File: config.mk
export PLATFORM = sky130hd
export DESIGN_NAME = wb_arbiter
export DESIGN_NICKNAME = d
export VERILOG_FILES = /design/src/rtl/wb_pkg.sv /design/src/rtl/wb_watchdog.sv /design/src/rtl/wb_arbiter.sv
export SDC_FILE = /design/constraint.sdc
export NUM_CORES = 1
export LEC_CHECK = 0
export ABC_CLOCK_PERIOD_IN_PS = 1600
export CAP_MARGIN = 20
export CORE_MARGIN = 1
export CORE_UTILIZATION = 24
export CTS_CLUSTER_DIAMETER = 200
export CTS_CLUSTER_SIZE = 16
export DETAILED_ROUTE_END_ITERATION = 16
export GPL_ROUTABILITY_DRIVEN = 0
export PLACE_DENSITY_LB_ADDON = 0.25
export REMOVE_ABC_BUFFERS = 1
export SETUP_SLACK_MARGIN = 0.3
export SYNTH_ARGS = -nofsm -noshare
export SYNTH_HDL_FRONTEND = slang
export SYNTH_SLANG_ARGS = --single-unit
export TNS_END_PERCENT = 50
File: constraint.sdc
create_clock -name wb_clock_i -period 1.6 [get_ports wb_clock_i]
set_clock_uncertainty 0.15 [all_clocks]
set_input_delay 0.16 -clock wb_clock_i [delete_from_list [all_inputs] [get_ports wb_clock_i]]
set_output_delay 0.16 -clock wb_clock_i [all_outputs]
set_load 0.01 [all_outputs]
File: src/rtl/wb_pkg.sv
// Shared types for the two-initiator Wishbone arbiter.
// Arbiter state encoding, initiator index type and watchdog counter width.
package wb_pkg;

  typedef enum logic [1:0] {
    ARB_IDLE   = 2'd0,
    ARB_GRANT0 = 2'd1,
    ARB_GRANT1 = 2'd2
  } arb_state_e;

  // Index of a bus initiator (0 = MCU/SPI bridge, 1 = video fetch).
  typedef logic init_idx_t;

  // Width of the no-ack watchdog counter.
  localparam int unsigned WDOG_WIDTH = 8;

endpackage

File: src/rtl/wb_watchdog.sv
// No-ack watchdog for the arbiter. Counts granted cycles that pass without a
// target ack; 'expired' rises combinationally in the TIMEOUT_CYCLES-th such
// cycle so the arbiter can release the bus in that same cycle.
module wb_watchdog
  import wb_pkg::*;
#(
  parameter int unsigned TIMEOUT_CYCLES = 64
) (
  input  logic wb_clock_i,
  input  logic wb_reset_ni,
  input  logic start,
  input  logic ack,
  input  logic active,
  output logic expired
);

  localparam logic [WDOG_WIDTH-1:0] LIMIT = WDOG_WIDTH'(TIMEOUT_CYCLES - 1);
  localparam logic [WDOG_WIDTH-1:0] SAT   = '1;

  logic [WDOG_WIDTH-1:0] count_reg;

  // count_reg holds the silent cycles seen before the current one
  assign expired = active && !ack && (count_reg >= LIMIT);

  // Clear on a fresh grant or on any ack, otherwise count silent cycles and saturate
  always_ff @(posedge wb_clock_i or negedge wb_reset_ni) begin
    if (!wb_reset_ni) begin
      count_reg <= '0;
    end else if (start) begin
      count_reg <= '0;
    end else if (active) begin
      if (ack) begin
        count_reg <= '0;
      end else if (count_reg != SAT) begin
        count_reg <= count_reg + 1'b1;
      end
    end
  end

endmodule

File: src/rtl/wb_arbiter.sv
// Two-initiator Wishbone B4 pipelined arbiter with round-robin tie breaking.
// Optional no-ack watchdog is enabled by defining WB_ARBITER_TIMEOUT_EN;
// without it a tenure ends only when the owner drops cyc.
module wb_arbiter
  import wb_pkg::*;
#(
  parameter int unsigned WB_ADDR_WIDTH  = 20,
  parameter int unsigned DATA_WIDTH     = 8,
  parameter int unsigned TIMEOUT_CYCLES = 64
) (
  input  logic                     wb_clock_i,
  input  logic                     wb_reset_ni,
  input  logic                     m0_cyc_i,
  input  logic                     m0_stb_i,
  input  logic                     m0_we_i,
  input  logic [WB_ADDR_WIDTH-1:0] m0_addr_i,
  input  logic [DATA_WIDTH-1:0]    m0_data_i,
  output logic [DATA_WIDTH-1:0]    m0_data_o,
  output logic                     m0_stall_o,
  output logic                     m0_ack_o,
  output logic                     m0_err_o,
  input  logic                     m1_cyc_i,
  input  logic                     m1_stb_i,
  input  logic                     m1_we_i,
  input  logic [WB_ADDR_WIDTH-1:0] m1_addr_i,
  input  logic [DATA_WIDTH-1:0]    m1_data_i,
  output logic [DATA_WIDTH-1:0]    m1_data_o,
  output logic                     m1_stall_o,
  output logic                     m1_ack_o,
  output logic                     m1_err_o,
  output logic                     s_cyc_o,
  output logic                     s_stb_o,
  output logic                     s_we_o,
  output logic [WB_ADDR_WIDTH-1:0] s_addr_o,
  output logic [DATA_WIDTH-1:0]    s_data_o,
  input  logic [DATA_WIDTH-1:0]    s_data_i,
  input  logic                     s_stall_i,
  input  logic                     s_ack_i,
  output logic [1:0]               grant_o,
  output logic                     timeout_o
);

  if (TIMEOUT_CYCLES < 2 || TIMEOUT_CYCLES > 255) begin : g_bad_timeout
    $error("wb_arbiter: TIMEOUT_CYCLES must be within 2..255");
  end

  arb_state_e state_reg, state_next;
  init_idx_t  last_served_reg, last_served_next;
  logic       owner_cyc;
  logic       expired;

  // cyc of whichever initiator currently owns the bus
  always_comb begin
    owner_cyc = 1'b0;
    if (state_reg == ARB_GRANT0) owner_cyc = m0_cyc_i;
    if (state_reg == ARB_GRANT1) owner_cyc = m1_cyc_i;
  end

  // Arbitration: grant from IDLE only, so every tenure is followed by one idle cycle
  always_comb begin
    state_next       = state_reg;
    last_served_next = last_served_reg;
    case (state_reg)
      ARB_IDLE: begin
        if (m0_cyc_i && m1_cyc_i) begin
          state_next       = (last_served_reg == 1'b0) ? ARB_GRANT1 : ARB_GRANT0;
          last_served_next = (last_served_reg == 1'b0) ? 1'b1 : 1'b0;
        end else if (m0_cyc_i) begin
          state_next       = ARB_GRANT0;
          last_served_next = 1'b0;
        end else if (m1_cyc_i) begin
          state_next       = ARB_GRANT1;
          last_served_next = 1'b1;
        end
      end
      ARB_GRANT0: if (!m0_cyc_i || expired) state_next = ARB_IDLE;
      ARB_GRANT1: if (!m1_cyc_i || expired) state_next = ARB_IDLE;
      default:    state_next = ARB_IDLE;
    endcase
  end

  // State and round-robin history; reset favours initiator 0 on the first tie
  always_ff @(posedge wb_clock_i or negedge wb_reset_ni) begin
    if (!wb_reset_ni) begin
      state_reg       <= ARB_IDLE;
      last_served_reg <= 1'b1;
    end else begin
      state_reg       <= state_next;
      last_served_reg <= last_served_next;
    end
  end

`ifdef WB_ARBITER_TIMEOUT_EN
  logic grant_start;
  assign grant_start = (state_reg == ARB_IDLE) && (state_next != ARB_IDLE);

  wb_watchdog #(
    .TIMEOUT_CYCLES(TIMEOUT_CYCLES)
  ) u_watchdog (
    .wb_clock_i (wb_clock_i),
    .wb_reset_ni(wb_reset_ni),
    .start      (grant_start),
    .ack        (s_ack_i),
    .active     (owner_cyc),
    .expired    (expired)
  );
`else
  assign expired = 1'b0;
`endif

  assign timeout_o = expired;

  // Route the owner's request to the target and the target's response back to the owner
  always_comb begin
    grant_o    = 2'b00;
    s_cyc_o    = 1'b0;
    s_stb_o    = 1'b0;
    s_we_o     = 1'b0;
    s_addr_o   = '0;
    s_data_o   = '0;
    m0_data_o  = '0;
    m0_stall_o = 1'b1;
    m0_ack_o   = 1'b0;
    m0_err_o   = 1'b0;
    m1_data_o  = '0;
    m1_stall_o = 1'b1;
    m1_ack_o   = 1'b0;
    m1_err_o   = 1'b0;
    case (state_reg)
      ARB_GRANT0: begin
        grant_o    = 2'b01;
        s_cyc_o    = m0_cyc_i && !expired;
        s_stb_o    = m0_stb_i && !expired;
        s_we_o     = m0_we_i;
        s_addr_o   = m0_addr_i;
        s_data_o   = m0_data_i;
        m0_data_o  = s_data_i;
        m0_stall_o = s_stall_i;
        m0_ack_o   = s_ack_i;
        m0_err_o   = expired;
      end
      ARB_GRANT1: begin
        grant_o    = 2'b10;
        s_cyc_o    = m1_cyc_i && !expired;
        s_stb_o    = m1_stb_i && !expired;
        s_we_o     = m1_we_i;
        s_addr_o   = m1_addr_i;
        s_data_o   = m1_data_i;
        m1_data_o  = s_data_i;
        m1_stall_o = s_stall_i;
        m1_ack_o   = s_ack_i;
        m1_err_o   = expired;
      end
      default: ;
    endcase
  end

endmodule

After elaboration in Yosys (flattened, before gate mapping). Cells that the tools add are included.

Register bits: 3. Input port bits: 74. Output and inout port bits: 56. Word-level logic and storage cells: 35.

Equal/unequal tests: 5. Mux-type cells: 23. Reductions and logical operators: 5.

Operators by type and width (number): 20-bit one-hot mux with 2 select lines (1); 8-bit 2-to-1 mux (2); 8-bit one-hot mux with 2 select lines (1); 2-bit 2-to-1 mux (6); 1-bit 2-to-1 mux (8); 1-bit one-hot mux with 2 select lines (3); 2-bit one-hot mux with 3 select lines (1); 2-bit != test, second input constant (2); 4-bit != test, second input constant (1); 2-bit one-hot mux with 2 select lines (1); 3-bit AND reduction (1); 3-bit nonzero test (1); 2-bit by 1-bit == test with 1-bit output, second input constant (1); 2-bit == test, second input constant (1); 2-bit zero test (1); 2-bit AND reduction (1); 1-bit logical AND (1).

Depth between registers and ports, before layout. Gate-level depths: netlist of run 1.

Word-level depth: 4. Gate-level depth with buffers: 6. Depth with buffers taken out: 5.

Least setup slack after synthesis of run 1. Ideal clock, no wire load.

Kind: register to output. From: register state_reg[1]. To: output port s_addr_o[18]. Arrival: 1.254 ns. Required time: 1.290 ns. Setup slack: 0.036 ns. Stages on the path, launching flop included: 6. Buffers on the path: 1. Path through: dfrtp_1 -> inv_1 -> ha_1 -> buf_6 -> a22oi_1 -> nor2b_1.

Word-level cells in the longest chain between the ends: 2. Elaborated cells between the ends (all ways): 3. Those cells by class: 2 x eq/ne; 1 x mux.

Ends and longest elaborated chain: start, declared (line wb_arbiter.sv:47) `arb_state_e state_reg, state_next;`; start signal, assigned (line wb_arbiter.sv:88) `state_reg <= state_next;`; 2-bit == test / 2-bit by 1-bit == test with 1-bit output (equally long branches) (line wb_arbiter.sv:129) `case (state_reg)`; 20-bit one-hot mux with 2 select lines (*) (line wb_arbiter.sv:129); end, declared (line wb_arbiter.sv:34) `output logic [WB_ADDR_WIDTH-1:0] s_addr_o,`.

Mark *: on every way between the ends. The rest lies on a longest branch, timed or not.

Worst setup path in the final report of run 1.
From: register state_reg[1]. To: output port s_addr_o[19].

Same word-level chain as after synthesis.

==> results of run 1 <==
[per-stage QoR]
| stage | total power, mW | hold slack (ns) | utilization | std cells | setup WS (ns) |
|---|---|---|---|---|---|
| floorplan | 1.314 | -0.2856 | - | 105 | -0.4523 |
| global placement | 2.699 | 0.2002 | 0.6496 | 288 | -0.4089 |
| detailed placement | 2.721 | 0.2078 | 0.6496 | 288 | -0.4469 |
| CTS | 3.872 | 0.4142 | 0.7186 | 309 | -0.2390 |
| global route | 4.820 | 0.4583 | 0.8121 | 310 | -0.3501 |
| finish | 4.616 | 0.4248 | 0.8121 | 310 | -0.3064 |
[what timing repair did]
action | CTS | global route
pin swaps | 3 | 6
cloned | 5 | 1
gates resized for setup | 254 | 56
endpoints found under the hold margin | 2 | 0
hold buffers | 1 | 0
setup endpoints to repair | 55 | 55
buffers inserted | 11 | 0
[power breakdown]
| part | internal (mW) | total, mW | switching (mW) | leakage (nW) |
|---|---|---|---|---|
| Combinational | 2.54 | 4.24 | 1.70 | 1.10 |
| Sequential | 0.121 | 0.151 | 0.0303 | 0.0361 |
| Clock | 0.170 | 0.222 | 0.0516 | 0.0228 |
| Total | 2.83 | 4.62 | 1.78 | 1.16 |
[cells by family (layout without fill, tap and decap cells)]
group / after synthesis / after routing / synth area share
AND/OR/NAND/NOR: 54 / 54 / 0.3785
adder cells (fa/ha/maj): 5 / 5 / 0.06983
other: 1 / 3 / 0.004186
flip-flops: 3 / 3 / 0.08520
AO/OA/AOI/OAI: 37 / 37 / 0.3310
buffers and inverters: 18 / 162 / 0.1313
[path summary, 6_finish.rpt]
path / from / to / cells after the start
worst max-delay path: state_reg[1]$_DFFE_PN0P_ / s_addr_o[19] / 6
worst min-delay path: last_served_reg$_DFFE_PN1P_ / last_served_reg$_DFFE_PN1P_ / 1
worst max register to register: state_reg[1]$_DFFE_PN0P_ / state_reg[0]$_DFFE_PN0P_ / 8
worst min register to register: last_served_reg$_DFFE_PN1P_ / last_served_reg$_DFFE_PN1P_ / 1
max in group asynchronous: wb_reset_ni / last_served_reg$_DFFE_PN1P_ / 2
min in group asynchronous: wb_reset_ni / state_reg[0]$_DFFE_PN0P_ / 2
[synthesized netlist by cell type, types with 2 or more instances]
| cell type | n |
|---|---|
| nor2b_1 | 31 |
| a22oi_1 | 30 |
| and2_1 | 18 |
| ha_1 | 5 |
| buf_2 | 4 |
| buf_4 | 4 |
| buf_6 | 4 |
| clkbuf_1 | 3 |
| inv_1 | 3 |
| nand2b_1 | 3 |
| dfrtp_1 | 2 |
[layout by cell type (no fill, tap or decap), drive strengths merged]
| cell | instances |
|---|---|
| dfstp | 1 |
| a21oi | 1 |
| buf | 77 |
| o21a | 1 |
| a31oi | 1 |
| a22oi | 31 |
| o2111ai | 1 |
| o221ai | 1 |
| clkdlybuf4s50 | 73 |
| dfrtp | 2 |
| conb | 3 |
| and2 | 18 |
| nand4b | 1 |
| nor2b | 31 |
| o211ai | 1 |
| inv | 3 |
| clkbuf | 5 |
| clkdlybuf4s15 | 3 |
| nand2b | 3 |
| ha | 5 |
| dlygate4sd3 | 1 |
| nand3 | 1 |
[routing by layer]
layer,GRT usage,vias up
li1,-,710
met1,0.3000,708
met2,0.4731,84
met3,0.04348,18
met4,0.1076,0
met5,0,-
[layout make-up]
class                      instances  area share
multi-input combinational         99      0.3711
tap                               46     0.02059
timing repair buffer             155      0.5609
sequential                         3     0.02731
inverter                           3    0.004029
clock buffer                       4     0.01611
==> results.yml, run 1 <==
clock_tree:
  numCtsBuffers: 3
  root_buffer: "clkbuf_8"
  cts_buffer_depth: 2
  clk_latency_ns: 0.22
  clock_sinks: 3
  ctsHtreeMaxLevel: 1
  clk_pin_slew_ns: 0.03
  cts_tree: "built"
synth:
  synth_ff_type: "dfrtp_1"
  ys_ff_latch: 3
  ys_warn_count: 0
  syn-instance-count: 118
  synth-edff-count: 0
  synth_area_leaders: "a22oi_1, nor2b_1, and2_1"
  synth_top_area_share: 0.2514
  synth_area_leader_cell: "a22oi_1"
  syn_area_um2: 895.9
  ys_types: 22
  synthArstFlopShare: 1.000
  ys_seq_area_frac: 0.08520
  synth_area_per_cell_um2: 7.592
worst_setup_path:
  reg2reg_slack_ns: -0.05
  cp_slowest_cell: "dfrtp_1"
  critPathMaxFanout: 8
  cp.required_ns: 1.29
  start_kind: "register"
  crit_chain: "buf_4 -> ha_4 -> clkbuf_16 -> a22oi_2 -> nor2b_4 -> buf_6"
  setup.worst_path.class: "reg2out"
  arrival_ns: 1.60
  crit_path_end_kind: "output pin"
  crit_family: "buffers and inverters"
  cp_slowest_stage_delay_ns: 0.39
  path_buf_inv: 3
timing:
  tns_ns: -9.810
  fmax_mhz: 524.6
  setup_violations: 53
  final.setup.worst_slack_ns: -0.3064
  min_period_ns: 1.906
  hold_viol: 0
  min_period_over_period: 1.191
  drv_slew: 0
  rsz0062_at_grt: "true"
die:
  rows: 21
  die_area_um2: 3981
  ios: 130
  die_y_um: 63.10
  start_util: 0.2603
  core_area_um2: 3442
  die_x_um: 63.10
global_routing:
  grt_max_degree: 18
  grt_pass1_vias: 1472
  grt_pass1_wl_um: 8017
  gr-total-overflow: 0
  antenna_found_initial: 0
  grt_util_all_layers: 0.2618
flow_run:
  drv_cap: 0
cells_and_area:
  layout.nets: 344
  fin_area_um2: 2795
  multiInputGateArea_um2: 1037
  register_area_um2: 76.32
  syn2layout_area_growth_pct: 212.0
  largest_register_ffs: 2
  num-fill-cells: 209
  n_antenna_cell: 0
  layout-drive-gt1-share: 0.5379
status:
  violations: "negative setup slack"
  status: "finished with violations"
drt:
  firstDrtPassIters: 4
  first_iter_violations: 34
  post_drt_wl_per_cell_um: 18.78
  viasPerCell: 4.903
  routed_wl_um: 5823
  drc: 0
  wl_met2_um: 3086
  wl_met3_um: 368
  wl_met1_um: 2153
  topRoutingLayerUsed: "met4"
  drtAntennaViolNets: 0
  route.vias.total: 1520
hold_path:
  hold_path_class: "reg2reg"
power_and_ir_drop:
  powerDensity_nw_per_um2: 1651
  ir_worst_vdd_uv: 812.7
  p_leak_nw: 1.163
placement:
  dp_hpwl_um: 3416
  portBuffers: 126
  place_area_um2: 2236
Note: power is estimated with default switching activity, not from simulation.
==> run 2: changes to the inputs <==
- SETUP_SLACK_MARGIN: 0.3 -> 0.02
==> results.yml, run 2 (synthesis gave the netlist of run 1 again) <==
placement:
  dp_hpwl_um: 3416
  place_area_um2: 2236
  portBuffers: 126
cells_and_area:
  n_antenna_cell: 0
  largest_register_ffs: 2
  register_area_um2: 76.32
  layout-drive-gt1-share: 0.5399
  final_util: 0.7892
  syn2layout_area_growth_pct: 203.2
  final_cell_mix: "clkdlybuf4s50_1, buf_2, a22oi_2"
  multiInputGateArea_um2: 1015
  final_common_cell: "clkdlybuf4s50_1"
  fin_area_um2: 2716
  num-fill-cells: 229
  layout.nets: 343
clock_tree:
  cts_tree: "built"
  clk_latency_ns: 0.22
  clk_pin_slew_ns: 0.03
  root_buffer: "clkbuf_8"
  ctsHtreeMaxLevel: 1
  clock_sinks: 3
  cts_buffer_depth: 2
  numCtsBuffers: 3
timing:
  drv_slew: 0
  min_period_over_period: 1.205
  hold_ws_ns: 0.4248
  hold_viol: 0
  tns_ns: -9.377
  setup_violations: 53
  fmax_mhz: 518.9
  final.setup.worst_slack_ns: -0.3273
  min_period_ns: 1.927
  rsz0062_at_grt: "true"
flow_run:
  drv_cap: 0
drt:
  drc: 0
  post_drt_wl_per_cell_um: 18.46
  viasPerCell: 4.858
  routed_wl_um: 5704
  route.vias.total: 1501
  firstDrtPassIters: 4
  drtAntennaViolNets: 0
  first_iter_violations: 58
die:
  core_area_um2: 3442
  die_area_um2: 3981
  die_y_um: 63.10
  rows: 21
  ios: 130
  start_util: 0.2603
  die_x_um: 63.10
worst_setup_path:
  setup.worst_path.class: "reg2out"
  cp.required_ns: 1.29
  crit_start: "state_reg[1]$_DFFE_PN0P_"
  ff2ff_path_depth: 8
  critPathMaxFanout: 6
  endpoint: "s_addr_o[4]"
  arrival_ns: 1.62
  r2r-end: "state_reg[0]$_DFFE_PN0P_"
  worstReg2RegStart: "state_reg[1]$_DFFE_PN0P_"
  reg2reg_slack_ns: -0.06
  crit_path_end_kind: "output pin"
  start_kind: "register"
global_routing:
  grt_util_all_layers: 0.2625
  grt_pass1_vias: 1464
  grt_pass1_wl_um: 8038
  antenna_found_initial: 0
  gr-total-overflow: 0
  grt_max_degree: 18
hold_path:
  hold_path_class: "reg2reg"
  hp-start: "last_served_reg$_DFFE_PN1P_"
status:
  status: "finished with violations"
  violations: "negative setup slack"
power_and_ir_drop:
  total_power_mw: 4.368
  p_leak_nw: 1.142
  powerDensity_nw_per_um2: 1608
  ir_worst_vdd_uv: 958.7
==> run 2: timing repair <==
item / 4_1_cts / 5_1_grt
gates resized for setup: 250 / 54
hold buffers: 1 / 0
buffers inserted: 11 / 0
gates cloned: 5 / 1
pin swaps: 3 / 8
hold endpoints to repair: 2 / 0
setup endpoints to repair: 55 / 55
==> run 2: through the flow <==
step / std cells / setup WS (ns)
global route: 309 / -0.3840
global placement: 288 / -0.4089
finish: 309 / -0.3273
floorplan: 105 / -0.4523
detailed placement: 288 / -0.4469
CTS: 309 / -0.2390
==> run 2: worst min path at each step <==
stage	endpoint	slack [ns]	cells past startpoint
6_report	last_served_reg$_DFFE_PN1P_	0.42	1
5_1_grt	last_served_reg$_DFFE_PN1P_	0.46	1
4_1_cts	last_served_reg$_DFFE_PN1P_	0.41	2
3_5_place_dp	state_reg[1]$_DFFE_PN0P_	0.21	1
3_3_place_gp	state_reg[1]$_DFFE_PN0P_	0.20	1
2_1_floorplan	state_reg[0]$_DFFE_PN0P_	-0.29	0
==> run 2: area by class of cell <==
class / instances / share of cell area
inverter: 3 / 0.004146
tap: 46 / 0.02119
timing repair buffer: 154 / 0.5564
sequential: 3 / 0.02810
clock buffer: 4 / 0.01658
multi-input combinational: 99 / 0.3736
==> run 2: where the power goes <==
group / internal, mW / switching [mW] / total, mW
Clock: 0.170 / 0.0503 / 0.220
Sequential: 0.121 / 0.0310 / 0.152
Combinational: 2.35 / 1.64 / 4.00
Total: 2.64 / 1.73 / 4.37
==> run 2: per-layer routing <==
layer  part of all wire  vias to the layer above  track usage
met4              0.032                        0       0.1076
met3              0.063                       14      0.04348
li1                   -                      702            -
met5                  0                        -            0
met1               0.37                      696       0.3076
met2               0.54                       89       0.4664
==> run 2: worst max-delay path: stages (launching register included) <==
cell	delay [ns]
dfrtp_1	0.37
inv_2	0.06
buf_6	0.11
ha_4	0.30
buf_12	0.12
buf_16	0.11
nor2b_1	0.16
buf_2	0.17
==> run 3: changes to the inputs <==
- ABC_CLOCK_PERIOD_IN_PS: 1600 -> 2270
- CORE_UTILIZATION: 24 -> 26
- clock period: 1.6 -> 2.27 ns (I/O delays scaled with it)
==> results.yml, run 3 (synthesis gave the netlist of run 1 again) <==
power_and_ir_drop:
  ir_worst_vdd_uv: 669.8
  p_leak_nw: 1.184
  powerDensity_nw_per_um2: 887.0
global_routing:
  antenna_found_initial: 0
  gr-total-overflow: 0
  grt_pass1_vias: 1362
  grt_pass1_wl_um: 6313
  grt_max_degree: 18
  grt_util_all_layers: 0.2333
worst_setup_path:
  crit_start: "state_reg[0]$_DFFE_PN0P_"
  crit_path_end_kind: "output pin"
  worstReg2RegStart: "state_reg[0]$_DFFE_PN0P_"
  reg2reg_slack_ns: 0.66
  arrival_ns: 1.80
  cp.required_ns: 1.89
  ff2ff_path_depth: 6
  setup.worst_path.class: "reg2out"
  critPathMaxFanout: 16
  start_kind: "register"
  r2r-end: "state_reg[0]$_DFFE_PN0P_"
  endpoint: "s_addr_o[5]"
die:
  ios: 130
  die_y_um: 60.70
  die_x_um: 60.70
  core_area_um2: 3153
  die_area_um2: 3684
  rows: 20
  start_util: 0.2841
timing:
  min_period_ns: 2.180
  final.setup.worst_slack_ns: 0.08976
  tns_ns: 0
  setup_violations: 0
  rsz0062_at_grt: "false"
  drv_slew: 0
  hold_viol: 0
  min_period_over_period: 0.9605
  fmax_mhz: 458.7
clock_tree:
  ctsHtreeMaxLevel: 1
  clk_pin_slew_ns: 0.03
  clk_latency_ns: 0.24
  clock_sinks: 3
  cts_buffer_depth: 2
  cts_tree: "built"
  root_buffer: "clkbuf_4"
  numCtsBuffers: 3
cells_and_area:
  layout-drive-gt1-share: 0.1048
  layout.nets: 328
  final_common_cell: "clkdlybuf4s50_1"
  largest_register_ffs: 2
  final_cell_mix: "clkdlybuf4s50_1, nor2b_1, a22oi_1"
  syn2layout_area_growth_pct: 165.9
  n_antenna_cell: 0
flow_run:
  drv_cap: 0
drt:
  firstDrtPassIters: 5
  drc: 0
  routed_wl_um: 4652
  drtAntennaViolNets: 0
  first_iter_violations: 83
  viasPerCell: 4.887
  post_drt_wl_per_cell_um: 15.93
  route.vias.total: 1427
status:
  status: "completed"
hold_path:
  hold_path_class: "in2async"
placement:
  portBuffers: 126
  dp_hpwl_um: 3528
  pre_cts_ws_ns: 0.1038
-- run 3: cell type report --
type                       instances  area (µm²)
fill                             264       770.7
timing repair buffer             139        1456
inverter                           3       11.26
tap                               44       55.05
multi-input combinational         99       757.0
sequential                         3       76.32
clock buffer                       4       26.28
-- run 3: worst min path at each step --
stage / start / end / slack (ns) / cells after the start
global route: wb_reset_ni / state_reg[1]$_DFFE_PN0P_ / 0.03 / 1
CTS: wb_reset_ni / state_reg[0]$_DFFE_PN0P_ / 0.02 / 1
finish: wb_reset_ni / state_reg[0]$_DFFE_PN0P_ / 0.03 / 1
detailed placement: wb_reset_ni / state_reg[0]$_DFFE_PN0P_ / 0.27 / 1
floorplan: wb_reset_ni / state_reg[0]$_DFFE_PN0P_ / -0.22 / 0
global placement: wb_reset_ni / state_reg[0]$_DFFE_PN0P_ / 0.28 / 1
-- run 3: timing repair --
action	CTS	global route
setup endpoints to repair	49	15
gates resized for setup	28	17
pin swaps	0	0
endpoints found under the hold margin	0	0
setup buffers	4	1
hold buffers	0	0
gates cloned	2	0
-- run 3: report_power, final --
part	leakage (nW)	internal (mW)	switching, mW
registers	0.0361	0.0852	0.0214
clock network	0.0150	0.0659	0.0290
logic	1.13	1.11	0.798
total	1.18	1.26	0.849
-- run 3: routing by layer --
metal	GRT usage	wire, µm	vias to the layer above
met5	0	0	-
met4	0.1331	205	0
met3	0.06610	488	18
met2	0.4239	2394	88
met1	0.2388	1565	647
li1	-	-	674
-- run 3: critical path, cell delays in order, from the launching register on --
cell and delay (ns):
dfrtp_1 0.39, buf_4 0.16, ha_4 0.17, bufbuf_16 0.28
a22oi_1 0.19, nor2b_1 0.08, dlygate4sd2_1 0.30
-- run 3: through the flow --
step | cell area (µm²) | cells | hold WS [ns] | power (mW) | utilization
5_1_grt | 2382 | 292 | 0.03034 | 2.268 | 0.7556
3_5_place_dp | 2183 | 281 | 0.2736 | 1.836 | 0.6925
4_1_cts | 2326 | 291 | 0.02146 | 2.124 | 0.7377
2_1_floorplan | 797.0 | 105 | -0.2186 | 0.9259 | -
3_3_place_gp | 2183 | 281 | 0.2757 | 1.814 | 0.6925
6_report | 2382 | 292 | 0.02796 | 2.113 | 0.7556
